File: src/rtl/wb_ctrl_pkg.sv
// ============================================================================
// wb_ctrl_pkg
// Shared core definitions for the write-back path: RV32I opcode constants,
// rd write-data select encodings, write-back FSM state encodings and a small
// opcode decode helper. Imported by wb_ctrl, rd_mux and the decoder so every
// consumer agrees on the same encodings.
// ============================================================================
package wb_ctrl_pkg;

   // RV32I major opcodes (instruction bits [6:0])
   localparam logic [6:0] OPC_LUI    = 7'b0110111;
   localparam logic [6:0] OPC_AUIPC  = 7'b0010111;
   localparam logic [6:0] OPC_JAL    = 7'b1101111;
   localparam logic [6:0] OPC_JALR   = 7'b1100111;
   localparam logic [6:0] OPC_BRANCH = 7'b1100011;
   localparam logic [6:0] OPC_LOAD   = 7'b0000011;
   localparam logic [6:0] OPC_STORE  = 7'b0100011;
   localparam logic [6:0] OPC_OP_IMM = 7'b0010011;
   localparam logic [6:0] OPC_OP     = 7'b0110011;
   localparam logic [6:0] OPC_FENCE  = 7'b0001111;
   localparam logic [6:0] OPC_SYSTEM = 7'b1110011;

   // Select for the rd write-data mux
   typedef enum logic [1:0] {
      RD_SEL_IMM = 2'd0,
      RD_SEL_PC  = 2'd1,
      RD_SEL_ALU = 2'd2,
      RD_SEL_MEM = 2'd3
   } rd_sel_t;

   // Write-back controller states
   typedef enum logic [1:0] {
      ST_IDLE     = 2'd0,
      ST_MEM_WAIT = 2'd1,
      ST_WB       = 2'd2
   } wb_state_t;

   // Everything the controller needs to know about an opcode
   typedef struct packed {
      logic    writes;
      logic    is_load;
      rd_sel_t rd_sel;
   } wb_decode_t;

   // Map an opcode to its write-back behaviour. Non-writing and unknown
   // opcodes still pass through WB, they just never raise the write strobe.
   function automatic wb_decode_t decode_opcode(input logic [6:0] op);
      wb_decode_t dec;
      dec.writes  = 1'b0;
      dec.is_load = 1'b0;
      dec.rd_sel  = RD_SEL_IMM;
      case (op)
         OPC_LUI: begin
            dec.writes = 1'b1;
            dec.rd_sel = RD_SEL_IMM;
         end
         OPC_JAL, OPC_JALR: begin
            dec.writes = 1'b1;
            dec.rd_sel = RD_SEL_PC;
         end
         OPC_OP, OPC_OP_IMM, OPC_AUIPC: begin
            dec.writes = 1'b1;
            dec.rd_sel = RD_SEL_ALU;
         end
         OPC_LOAD: begin
            dec.writes  = 1'b1;
            dec.is_load = 1'b1;
            dec.rd_sel  = RD_SEL_MEM;
         end
         OPC_STORE, OPC_BRANCH, OPC_FENCE, OPC_SYSTEM: begin
            dec.writes = 1'b0;
         end
         default: begin
            dec.writes = 1'b0;
         end
      endcase
      return dec;
   endfunction

endpackage

File: src/rtl/wb_ctrl_timeout.sv
// ============================================================================
// wb_timeout
// Counts consecutive cycles spent waiting for load data. The count restarts
// whenever count_en drops, so each load gets a fresh budget.
//
// Ports
//   clk      : clock, rising edge
//   rst      : asynchronous reset, active low
//   count_en : high while the controller sits in MEM_WAIT
//   expired  : high during the last allowed MEM_WAIT cycle
// ============================================================================
module wb_timeout
   import wb_ctrl_pkg::*;
#(
   parameter int unsigned TIMEOUT_CYCLES = 16
) (
   input  logic clk,
   input  logic rst,
   input  logic count_en,
   output logic expired
);

   localparam int unsigned CntW = $clog2(TIMEOUT_CYCLES + 1);

   logic [CntW-1:0] count_q;

   // Counter holds the number of MEM_WAIT cycles already completed; it is
   // zero in the first MEM_WAIT cycle.
   always_ff @(posedge clk or negedge rst) begin
      if (!rst) begin
         count_q <= '0;
      end else if (count_en) begin
         count_q <= count_q + 1'b1;
      end else begin
         count_q <= '0;
      end
   end

   // Expired during the TIMEOUT_CYCLES-th cycle, so the abort lands on the
   // edge that ends that cycle.
   assign expired = count_en && (count_q == CntW'(TIMEOUT_CYCLES - 1));

endmodule

File: src/rtl/wb_ctrl.sv
// ============================================================================
// wb_ctrl
// Write-back controller: accepts one decoded instruction per cycle, waits for
// load data when needed, and drives the register-file write strobe, address
// and rd write-data select.
//
// Configuration
//   WB_TIMEOUT_EN : when defined, a load waiting TIMEOUT_CYCLES cycles without
//                   mem_ack is aborted (no write) and err pulses for a cycle.
//                   When undefined, loads wait forever and err is tied to 0.
//
// Ports
//   clk, rst             : clock (rising edge), async reset active low
//   instr_valid/ready    : instruction handshake
//   opcode, rd_addr      : fields of the presented instruction
//   mem_req, mem_ack     : load data request / data valid
//   rd_sel               : rd mux select (0 imm, 1 pc, 2 alu, 3 mem)
//   rf_wr_en, rf_wr_addr : register-file write port control
//   busy                 : instruction in flight
//   err                  : one-cycle pulse on load timeout
// ============================================================================
module wb_ctrl
   import wb_ctrl_pkg::*;
#(
   parameter int unsigned TIMEOUT_CYCLES = 16
) (
   input  logic       clk,
   input  logic       rst,
   input  logic       instr_valid,
   output logic       instr_ready,
   input  logic [6:0] opcode,
   input  logic [4:0] rd_addr,
   output logic       mem_req,
   input  logic       mem_ack,
   output logic [1:0] rd_sel,
   output logic       rf_wr_en,
   output logic [4:0] rf_wr_addr,
   output logic       busy,
   output logic       err
);

   if (TIMEOUT_CYCLES == 0) begin : g_param_check
      $error("wb_ctrl: TIMEOUT_CYCLES must be at least 1");
   end

   wb_state_t  state_q;
   wb_state_t  state_next;
   wb_decode_t dec;
   logic       accept;
   logic       timeout_abort;
   logic       writes_q;
   rd_sel_t    rd_sel_q;
   logic [4:0] rd_addr_q;

   assign dec    = decode_opcode(opcode);
   assign accept = instr_valid && instr_ready;

`ifdef WB_TIMEOUT_EN
   logic expired;
   logic err_q;

   wb_timeout #(
      .TIMEOUT_CYCLES(TIMEOUT_CYCLES)
   ) u_timeout (
      .clk      (clk),
      .rst      (rst),
      .count_en (state_q == ST_MEM_WAIT),
      .expired  (expired)
   );

   // mem_ack in the final cycle beats the timeout.
   assign timeout_abort = (state_q == ST_MEM_WAIT) && expired && !mem_ack;

   // err is registered so it pulses in the first IDLE cycle after the abort.
   always_ff @(posedge clk or negedge rst) begin
      if (!rst) begin
         err_q <= 1'b0;
      end else begin
         err_q <= timeout_abort;
      end
   end

   assign err = err_q;
`else
   assign timeout_abort = 1'b0;
   assign err           = 1'b0;
`endif

   // State register
   always_ff @(posedge clk or negedge rst) begin
      if (!rst) begin
         state_q <= ST_IDLE;
      end else begin
         state_q <= state_next;
      end
   end

   // Latch the destination and decoded behaviour of each accepted
   // instruction; they stay put until the next accept.
   always_ff @(posedge clk or negedge rst) begin
      if (!rst) begin
         writes_q  <= 1'b0;
         rd_sel_q  <= RD_SEL_IMM;
         rd_addr_q <= 5'd0;
      end else if (accept) begin
         writes_q  <= dec.writes;
         rd_sel_q  <= dec.rd_sel;
         rd_addr_q <= rd_addr;
      end
   end

   // Next-state logic. IDLE and WB behave alike on accept, which is what
   // gives back-to-back throughput of one non-load per cycle.
   always_comb begin
      state_next = state_q;
      case (state_q)
         ST_IDLE, ST_WB: begin
            if (accept) begin
               state_next = dec.is_load ? ST_MEM_WAIT : ST_WB;
            end else begin
               state_next = ST_IDLE;
            end
         end
         ST_MEM_WAIT: begin
            if (mem_ack) begin
               state_next = ST_WB;
            end else if (timeout_abort) begin
               state_next = ST_IDLE;
            end
         end
         default: state_next = ST_IDLE;
      endcase
   end

   // Output logic. Writes to x0 are dropped here rather than at decode so
   // rf_wr_addr still reflects the instruction for observability.
   always_comb begin
      instr_ready = 1'b1;
      mem_req     = 1'b0;
      rf_wr_en    = 1'b0;
      busy        = 1'b1;
      case (state_q)
         ST_IDLE: begin
            busy = 1'b0;
         end
         ST_MEM_WAIT: begin
            instr_ready = 1'b0;
            mem_req     = 1'b1;
         end
         ST_WB: begin
            rf_wr_en = writes_q && (rd_addr_q != 5'd0);
         end
         default: begin
            busy = 1'b0;
         end
      endcase
   end

   assign rd_sel     = rd_sel_q;
   assign rf_wr_addr = rd_addr_q;

endmodule

File: config.mk
export PLATFORM = sky130hd
export DESIGN_NAME = wb_ctrl
export DESIGN_NICKNAME = d
export VERILOG_FILES = /design/src/rtl/wb_ctrl_pkg.sv /design/src/rtl/wb_ctrl_timeout.sv /design/src/rtl/wb_ctrl.sv
export SDC_FILE = /design/constraint.sdc
export NUM_CORES = 1
export LEC_CHECK = 0
export ABC_AREA = 1
export CELL_PAD_IN_SITES_DETAIL_PLACEMENT = 1
export CELL_PAD_IN_SITES_GLOBAL_PLACEMENT = 2
export CORE_MARGIN = 4
export CORE_UTILIZATION = 22
export CTS_CLUSTER_SIZE = 30
export DETAILED_ROUTE_END_ITERATION = 6
export GPL_ROUTABILITY_DRIVEN = 0
export PLACE_DENSITY = 0.84
export SLEW_MARGIN = 20
export SYNTH_ARGS = -nofsm -noshare
export SYNTH_HDL_FRONTEND = slang
export SYNTH_SLANG_ARGS = --single-unit
File: constraint.sdc
create_clock -name clk -period 1.9 [get_ports clk]
set_input_delay 0.475 -clock clk [delete_from_list [all_inputs] [get_ports clk]]
set_output_delay 0.475 -clock clk [all_outputs]
set_load 0.005 [all_outputs]
; ---- After elaboration in Yosys (flattened, before gate mapping)
; Index checks and enable logic that the tools add are counted.
[totals]
reg_bits = 10
in_bits = 16
word_cells = 34
[op_classes]
n_eq_ne = 10
mux = 11
reduce_logical = 9
[ops]
columns = cell, count
row1 = "7-bit by 5-bit == test with 1-bit output, second input constant", 2
row2 = "7-bit by 6-bit == test with 1-bit output, second input constant", 2
row3 = "7-bit == test, second input constant", 2
row4 = "7-bit by 2-bit == test with 1-bit output, second input constant", 1
row5 = 7-bit OR reduction, 1
row6 = 1-bit 2-to-1 mux, 6
row7 = 2-bit 2-to-1 mux, 3
row8 = 2-bit one-hot mux with 3 select lines, 1
row9 = 2-bit OR reduction, 3
row10 = 5-bit nonzero test, 1
row11 = 2-bit one-hot mux with 2 select lines, 1
row12 = 3-bit OR reduction, 1
row13 = "2-bit by 1-bit == test with 1-bit output, second input constant", 1
row14 = "2-bit == test, second input constant", 1
row15 = 1-bit logical AND, 2
row16 = 2-bit zero test, 1
row17 = "2-bit != test, second input constant", 1

; ---- Depth between registers and ports, before layout
[depth]
ltp_word = 5
mapped_depth = 7
ltp_nobuf = 7

; ---- Worst setup path before layout
; No wires, ideal clock.
[synth_path]
path_kind = register to register
start = register state_q[1]
end = register state_q[1]
arrival_ns = 1.202
t_required_ns = 1.823
path_slack_ns = 0.620
path_stages_with_launch = 7
n_path_buf = 1
period_less_slack_ns = 1.280
path_cell_list = dfrtp_1 > inv_1 > ha_1 > nor2_2 > buf_2 > nand3_1 > a21oi_1
[synth_between]
elab_chain_len = 5
[synth_rtl]
columns = item, line
row1 = start: declaration, wb_ctrl.sv:46  ; wb_state_t state_q;
row2 = start signal: assignment, wb_ctrl.sv:94  ; state_q <= state_next;
row3 = 2-bit by 1-bit == test with 1-bit output, "wb_ctrl.sv:116, wb_ctrl.sv:142"
row4 = 1-bit 2-to-1 mux, wb_ctrl.sv:142  ; case (state_q)
row5 = 1-bit logical AND, wb_ctrl.sv:56  ; assign accept = instr_valid && instr_ready;
row6 = 2-bit 2-to-1 mux, wb_ctrl.sv:118  ; if (accept) begin
row7 = 2-bit one-hot mux with 2 select lines, wb_ctrl.sv:116  ; case (state_q)
; Several ways; a longest one is shown, not always the timed one.
; A chain may end at the register's enable or synchronous reset.

; ---- Worst setup path in the final report
[layout_path]
start = register state_q[1]
end = output port rf_wr_en
[layout_between]
elab_chain_len = 2
[layout_rtl]
columns = item, line
row1 = 2-bit == test, wb_ctrl.sv:142
row2 = 1-bit 2-to-1 mux, wb_ctrl.sv:142
row3 = end: declaration, wb_ctrl.sv:36  ; output logic rf_wr_en,
; Every way passes these cells.

==> impl_results.md <==
- Maximum clock path buffer count: 2
- Setup violators final: 0
- Setup crit end kind: output pin
- I/O pin cnt: 28
- Antenna cells: 0
- Synth Area in XOR/XNOR: 0
- Clock sink count: 10
- Mapped Nets: 107
- DRC viols: 0
- CP Class: flip-flop to output pin
- Cells after DPL: 143
- Routed Antenna Nets: 0
- # rows: 18
- Die height: 60.6 um
- Min-Delay Path Class: flip-flop to flip-flop
- Vias post-DR: 651
- Share of layout cells above drive strength 1: 0.165
- Worst slack at placement: 56.2 ps
- Worst-Skew Late Latency: 270 ps
- WL final: 1750 um
- Skew final: 3.54 ps
- Min Tclk post-route: 1820 ps
- Initial antenna violation count: 0
- Adder-Cell Fraction of Synth Area: 0.0821
- Placed cell area: 910 sq um
- CP required: 1420 ps
- Mapped cell area: 609 sq um
- Worst EP arrival: 1340 ps
- Core area: 2570 sq um
- CTS Buf Count: 3
- FILL cells: 334
- Startpoint Class: flip-flop
- Post-layout instance area: 990 sq um
- Worst-path fanout max: 2
- Non-Filler Instances: 151
- Die area: 3680 sq um
- Compound-cell area share of the yosys netlist: 0.0513
- Violation count after the first detailed-route iteration: 10
- # hold bufs at CTS: 0
- RSZ-0062 raised after global routing: false
- DP Wirelength: 1450 um
- PD cells: 557 nW/um^2
- Total Power: 0.000551 W
- First-pass GRT wire length: 2930 um
- Max Cap Violations: 0
- Largest net degree at the start of global routing: 11
- Die W: 60.6 um
- Peak Freq: 551 MHz
- CTS tree: built
- H-Tree Depth: 1
- Nets: 142
- Mapped Cells: 87
- Largest family of logic cells by synthesized area: simple AND/OR/NAND/NOR gates
- Root Driver: clkbuf_4
- Reg clk slew, reported paths: 70 ps
- Hold Fails Final Rpt: 0
- Vias per std cell: 4.31
- Maximum vdd ir drop: 0.479 mV
- Final-report max-slew violation count: 0
- Mean Syn Cell Area: 7.00 sq um
- P&R area growth vs syn: 62.4%
- GR Overflow Total: 0
- Tcrit/Tclk final: 0.955
- Vias in the first global route: 686
- Initial DRT Pass Iterations: 5
- WL/cell: 11.6 um
- Netlist cell types: 19
- Gr usage total: 0.104
- Sequential share of the synthesized area: 0.411
- Yosys reg bits: 10
- Status: completed
- Total negative slack: 0 ps
- Final setup margin: 84.9 ps
- PortBufs: 26
- Post-synthesis mux area share: 0
- Commonest non-fill, non-tap cell in the layout: nand2_1
- Leak Pwr: 0.519 nW
- Initial Util: 0.237
- Post-Synth Simple-Gate Area: 0.349
- Most frequent cells in the layout: 34 x nand2_1, 22 x clkdlybuf4s50_1, 10 x nor2_1, 10 x dfrtp_1, 9 x inv_1
- Yosys Warn Count: 0
[registers in the layout, summed over array words and instances (netlist names)]
name	count
rd_sel	2
writes_q	1
state_q	2
rf_wr_addr	5
[power breakdown]
group | internal [W] | total (W) | switching (W)
combinational | 0.0000698 | 0.000117 | 0.0000473
clock | 0.000116 | 0.000197 | 0.0000803
sequential | 0.000227 | 0.000237 | 0.0000105
[area by class of cell]
cell class | count | area, sq um | area share
clock buffers | 4 | 36.3 | 0.0367
flip-flops and latches | 10 | 250 | 0.253
multi-input cells | 62 | 313 | 0.316
inverters | 13 | 48.8 | 0.0493
well taps | 30 | 37.5 | 0.0379
repair buffers | 32 | 304 | 0.307
[critical path, stage by stage, from the launching register on]
cell and delay, ps:
dfrtp_1 400, buf_4 140, ha_2 170, nand3_1 80, inv_1 40, dlygate4sd2_1 250
[routing by layer]
layer / vias up / global-route usage / share of wire
li1: 328 / - / -
met1: 311 / 0.140 / 0.45
met2: 12 / 0.166 / 0.51
met3: 0 / 0.0234 / 0.039
met4: 0 / 0.0279 / 0
met5: - / 0 / 0
[per-stage QoR]
step	utilization	hold slack, ps
after global placement	0.354	482
final	0.385	494
after floorplan	-	179
after global routing	0.385	536
after detailed placement	0.354	481
after CTS	0.385	500
[cells in the mapped netlist]
cell     count  area share
a21oi_1      2       0.016
a31oi_1      1       0.010
buf_2        1      0.0082
buf_4        1       0.012
conb_1       1      0.0062
dfrtp_1     10        0.41
ha_1         4       0.082
inv_1       11       0.068
inv_2        2       0.012
nand2_1     34        0.21
nand3_1      3       0.025
nand4_1      1       0.010
nor2_1      10       0.062
nor2_2       1       0.010
nor3_1       1      0.0082
o21ai_2      1       0.014
o22ai_1      1       0.010
or2_2        1       0.010
or2_4        1       0.014
[worst paths after layout]
check,from,end,slack (ps),cells past startpoint
min in group asynchronous,rst,rf_wr_addr[2]$_DFFE_PN0N_,530,1
max in group asynchronous,rst,rd_sel[1]$_DFFE_PN0N_,1040,1
hold / removal,rd_sel[1]$_DFFE_PN0N_,rd_sel[1]$_DFFE_PN0N_,490,2
setup reg to reg,state_q[1]$_DFFE_PN0P_,state_q[0]$_DFFE_PN0P_,640,5
setup / recovery,state_q[1]$_DFFE_PN0P_,rf_wr_en,80,5
hold reg to reg,rd_sel[1]$_DFFE_PN0N_,rd_sel[1]$_DFFE_PN0N_,490,2
[cell families after synthesis]
kind of cell	Yosys count
adder cells (fa/ha/maj)	4
other	1
buffers and inverters	15
flip-flops	10
AO/OA/AOI/OAI	5
AND/OR/NAND/NOR	52
[what timing repair did]
action	4_1_cts	5_1_grt
endpoints found under the setup margin	4	1
setup buffers	4	0
pin swaps	0	0
gates resized for setup	7	2
No activity file was read; power rests on OpenSTA's default activity.
